File: config.mk
export PLATFORM = sky130hd
export DESIGN_NAME = v_alu_issue
export DESIGN_NICKNAME = d
export VERILOG_FILES = /design/src/rtl/v_alu_issue.sv
export SDC_FILE = /design/constraint.sdc
export NUM_CORES = 1
export LEC_CHECK = 0
export CORE_AREA = 2 2 207 209
export CTS_CLUSTER_DIAMETER = 100
export CTS_CLUSTER_SIZE = 24
export DETAILED_ROUTE_END_ITERATION = 10
export DIE_AREA = 0 0 209 211
export GPL_TIMING_DRIVEN = 0
export PLACE_DENSITY_LB_ADDON = 0.12
export SLEW_MARGIN = 15
export SYNTH_ARGS = -nofsm -noshare
export SYNTH_HDL_FRONTEND = slang
export SYNTH_SLANG_ARGS = --single-unit
File: constraint.sdc
create_clock -name clk -period 28.7 [get_ports clk]
set_input_delay 8.61 -clock clk [delete_from_list [all_inputs] [get_ports clk]]
set_output_delay 8.61 -clock clk [all_outputs]
set_load 0.1 [all_outputs]
File: src/rtl/v_alu_issue.sv
// v_alu_issue: issue/result stage around the vector SIMD ALU.
// Ops enter through a valid/ready handshake into a DEPTH-entry FIFO. The head
// entry drives the ALU combinationally. On pop, the ALU result is captured into
// a registered writeback slot, tagged with the op's destination register.
// Optional build macro V_ALU_PERF_CNT_EN adds the perf_ops and perf_stall
// counters as extra output ports.
module v_alu_issue #(
  parameter int DEPTH = 2,
  parameter int AW    = 1
) (
  input  logic          clk,
  input  logic          reset_n,
  input  logic          flush,
  input  logic          in_valid,
  output logic          in_ready,
  input  logic [4:0]    in_fs,
  input  logic [63:0]   in_s,
  input  logic [63:0]   in_t,
  input  logic [63:0]   in_c,
  input  logic [2:0]    in_dst,
  output logic [4:0]    alu_fs,
  output logic [63:0]   alu_s,
  output logic [63:0]   alu_t,
  output logic [63:0]   alu_c,
  input  logic [63:0]   alu_y,
  output logic          out_valid,
  input  logic          out_ready,
  output logic [63:0]   out_y,
  output logic [2:0]    out_dst,
  output logic          out_illegal,
  output logic [AW:0]   count
`ifdef V_ALU_PERF_CNT_EN
  ,
  output logic [31:0]   perf_ops,
  output logic [31:0]   perf_stall
`endif
);

  // Entry layout, MSB to LSB: fs[4:0], s[63:0], t[63:0], c[63:0], dst[2:0].
  localparam int EW = 5 + 64 * 3 + 3;

  logic [EW-1:0] mem [DEPTH];
  logic [AW-1:0] head;
  logic [AW-1:0] tail;
  logic [AW:0]   cnt;
  logic          full;
  logic          empty;
  logic          push;
  logic          pop;
  logic          head_legal;
  logic [EW-1:0] head_ent;

  assign full     = (cnt == (AW+1)'(DEPTH));
  assign empty    = (cnt == '0);
  assign in_ready = !full;
  assign count    = cnt;
  assign head_ent = mem[head];

  // in_ready depends only on registered occupancy, so a full FIFO refuses a push
  // even in a cycle where a pop frees an entry.
  assign push = in_valid && !full && !flush;
  assign pop  = !empty && (!out_valid || out_ready) && !flush;

  // Drive the ALU from the head entry. When the FIFO is empty, drive a harmless
  // PASS_S with zero operands.
  always_comb begin
    alu_fs = 5'h0B;
    alu_s  = '0;
    alu_t  = '0;
    alu_c  = '0;
    if (!empty) begin
      alu_fs = head_ent[199:195];
      alu_s  = head_ent[194:131];
      alu_t  = head_ent[130:67];
      alu_c  = head_ent[66:3];
    end
  end

  // Decide whether the head op's function code is one the ALU implements.
  // Code 08 (VPACK) is deliberately excluded.
  always_comb begin
    head_legal = 1'b0;
    case (alu_fs)
      5'h00, 5'h01, 5'h02, 5'h03, 5'h06, 5'h07, 5'h09, 5'h0A, 5'h0B:
        head_legal = 1'b1;
      default: head_legal = 1'b0;
    endcase
  end

  // FIFO storage is written at the tail on push. The data needs no reset
  // because occupancy qualifies every read.
  always_ff @(posedge clk) begin
    if (push) begin
      mem[tail] <= {in_fs, in_s, in_t, in_c, in_dst};
    end
  end

  // FIFO pointers and occupancy. Flush takes priority over push and pop.
  always_ff @(posedge clk or negedge reset_n) begin
    if (!reset_n) begin
      head <= '0;
      tail <= '0;
      cnt  <= '0;
    end else if (flush) begin
      head <= '0;
      tail <= '0;
      cnt  <= '0;
    end else begin
      if (push) tail <= tail + 1'b1;
      if (pop)  head <= head + 1'b1;
      cnt <= cnt + (AW+1)'(push) - (AW+1)'(pop);
    end
  end

  // Writeback slot: capture the ALU result on pop, or empty the slot once its
  // result is accepted and nothing follows. Data and tag hold when the slot empties.
  always_ff @(posedge clk or negedge reset_n) begin
    if (!reset_n) begin
      out_valid   <= 1'b0;
      out_y       <= '0;
      out_dst     <= '0;
      out_illegal <= 1'b0;
    end else if (flush) begin
      out_valid <= 1'b0;
    end else if (pop) begin
      out_valid   <= 1'b1;
      out_dst     <= head_ent[2:0];
      out_y       <= head_legal ? alu_y : '0;
      out_illegal <= !head_legal;
    end else if (out_valid && out_ready) begin
      out_valid <= 1'b0;
    end
  end

`ifdef V_ALU_PERF_CNT_EN
  // Accepted-result and stall-cycle counters. They wrap freely, and flush does
  // not clear them.
  always_ff @(posedge clk or negedge reset_n) begin
    if (!reset_n) begin
      perf_ops   <= '0;
      perf_stall <= '0;
    end else begin
      if (out_valid && out_ready)  perf_ops   <= perf_ops + 32'd1;
      if (out_valid && !out_ready) perf_stall <= perf_stall + 32'd1;
    end
  end
`endif

endmodule

==> results.toml <==
[outcome]
outcome = "finished, final reports clean"

[floorplan]
core_area_um2 = 41760
die_y_um = 211
start_util_pct = 42.30
fp-row-count = 75
num_io_pins = 538
dieArea_um2 = 44100
die_width_um = 209

[placement]
gp_congestion = 0.7416
place_hpwl_um = 34220
port-buffer-count = 537

[cts]
cts_buffer_depth = 3
numCtsBuffers = 23
post_cts_resized = 0
clk_latency_ns = 0.55
clk_pin_slew_ns = 0.10
htree_levels = 1
cts_setup_buffers = 0
cts.sinks = 473
cts_tree = "done"
cts_hold_buf = 0
cts_root_buffer = "clkbuf_16"

[synth]
ys_warn_count = 0
synth_top_family_by_area = "multiplexers"
synthTopCellsByCount = "edfxtp_1, nor2_1, mux2i_1"
synthMuxAreaShare_pct = 11.58
synth.most_common_cell = "edfxtp_1"
yosys_register_bits = 473
yosys.area.top_type_share_pct = 67.99
synthAdderAreaFrac_pct = 0.1417
synth_top_cell_by_area = "edfxtp_1"
synth_compound_area_share_pct = 3.343
synth_area_leaders = "edfxtp_1, mux2i_1, dfrtp_1"
synth_cells = 1025
synth_edf_count = 400
synth_nets = 1296
yosysSeqAreaShare_pct = 78.33
synth.avg_cell_area_um2 = 17.23
async_flop_share_pct = 15.43
synthesis.area_um2 = 17670
synthFlopType = "edfxtp_1"
yosysUniqueCellTypes = 25
yosys.area_share.simple_pct = 4.675
synth-xor-area-share_pct = 0.1983

[route]
drt-pass1-iter-count = 4
drtIter0Drc = 563
route.vias.total = 10590
antenna_left = 0
route.detailed.drc = 0
routed_wl_um = 46280
vias_per_cell = 4.876
drt-wirelength-per-cell_um = 21.31

[grt]
grt_pass1_wl_um = 67760
grt_usage_pct = 20.42
antenna_found_initial = 15
grt_max_degree = 58
overflow = 0
first_global_vias = 10990

[hold_path]
hp-class = "reg -> reg"

[critical_path]
cpLargestDelayFamily = "buffers and inverters"
crit_slowest_cell = "clkdlybuf4s50_1"
cpPeakStageDelay_ns = 1.04
crit_chain = "nor2_2 > clkbuf_1 > buf_1 > nor2_1 > clkdlybuf4s50_1"
cp_num_buf_inv = 3
startpoint_type = "flop"
arrival_ns = 4.00
worst_setup_path_end_kind = "output pin"
cp_max_fo = 10
required_ns = 20.09
crit_type = "reg -> out"

[timing]
tns_ns = 0
finalCriticalPeriod_ns = 12.61
rsz0062_at_grt = "false"
hold_violations = 0
drv_slew = 0
worstMarginPinSlew_ns = 1.105
slew-limit-headroom_pct = 26.07
min_period_over_period_pct = 43.93
max_freq_ghz = 0.07932
setup_viol = 0
finClkSkew_ns = 0.02291

[finish]
multiInputGateArea_um2 = 3540
fillers = 3272
drive_gt1_share_pct = 5.549
syn2layout_area_growth_pct = 40.52
seqCellArea_um2 = 13840
final_nets = 1877

[flow_run]
maxCapViolations = 0
[layout make-up]
type | count | share of cell area [%]
diodes | 11 | 0.1109
plain buffers | 57 | 1.154
clock buffers | 40 | 2.576
clock inverters | 1 | 0.03528
inverters | 5 | 0.07560
multi-input cells | 490 | 14.26
flip-flops and latches | 473 | 55.75
well taps | 539 | 2.717
repair buffers | 556 | 23.33
[path summary, 6_finish.rpt]
path | from | endpoint | slack, ns | cells past startpoint
hold reg to reg | out_y[53] | out_y[53] | 0.51 | 1
setup reg to reg | count[0] | mem[0][69] | 26.10 | 8
max in group asynchronous | reset_n | out_valid | 20.22 | 2
hold / removal | out_y[53] | out_y[53] | 0.51 | 1
min in group asynchronous | reset_n | out_y[55] | 7.91 | 1
setup / recovery | count[1] | alu_t[53] | 16.09 | 5
[sequential cells by signal (all words and copies together), names as in the netlist]
| register | flops |
|---|---|
| mem | 400 |
| out_y | 64 |
| out_dst | 3 |
| count | 2 |
| head | 1 |
| out_illegal | 1 |
| out_valid | 1 |
| tail | 1 |
[logic make-up after synthesis]
logic type                 after synthesis
DFF                                    473
and+or+nand+nor                        213
muxes                                  203
AOI/OAI and AO/OA                       68
buffers and inverters                   62
xor gates and xnor gates                 4
adders and majority gates                2
[stage by stage]
step / worst slack (ns) / utilization (%) / cell area, µm² / std cells / hold WS, ns
final: 16.09 / 59.45 / 24820 / 2172 / 0.5120
after detailed placement: 16.18 / 57.82 / 24150 / 2120 / 0.4899
after global routing: 15.81 / 59.43 / 24820 / 2170 / 0.5214
after floorplan: 10.63 / - / 17670 / 1025 / 0.5765
after CTS: 15.55 / 59.37 / 24790 / 2161 / 0.5171
after global placement: 4.548 / 56.79 / 23720 / 2101 / 0.4881
[cell usage in the layout (no fill, tap or decap), types with 11 or more instances in the layout]
cell,Yosys,routed
dfrtp_1,73,73
clkbuf_16,0,23
clkbuf_1,18,35
nor2_1,200,197
diode_2,0,11
buf_2,22,22
edfxtp_1,400,400
clkdlybuf4s50_1,0,536
a22o_1,64,64
mux2i_1,194,194
buf_12,0,14
[per-layer routing]
layer | part of all wire, % | global-route usage, %
met1 | 37 | 22.82
met2 | 52 | 36.66
met3 | 8.7 | 7.062
met4 | 2.3 | 6.453
met5 | 0.13 | 0
Power is left out: the tool's default activity adds up to more than one toggle a clock period on the data nets, which glitch-free logic cannot reach.
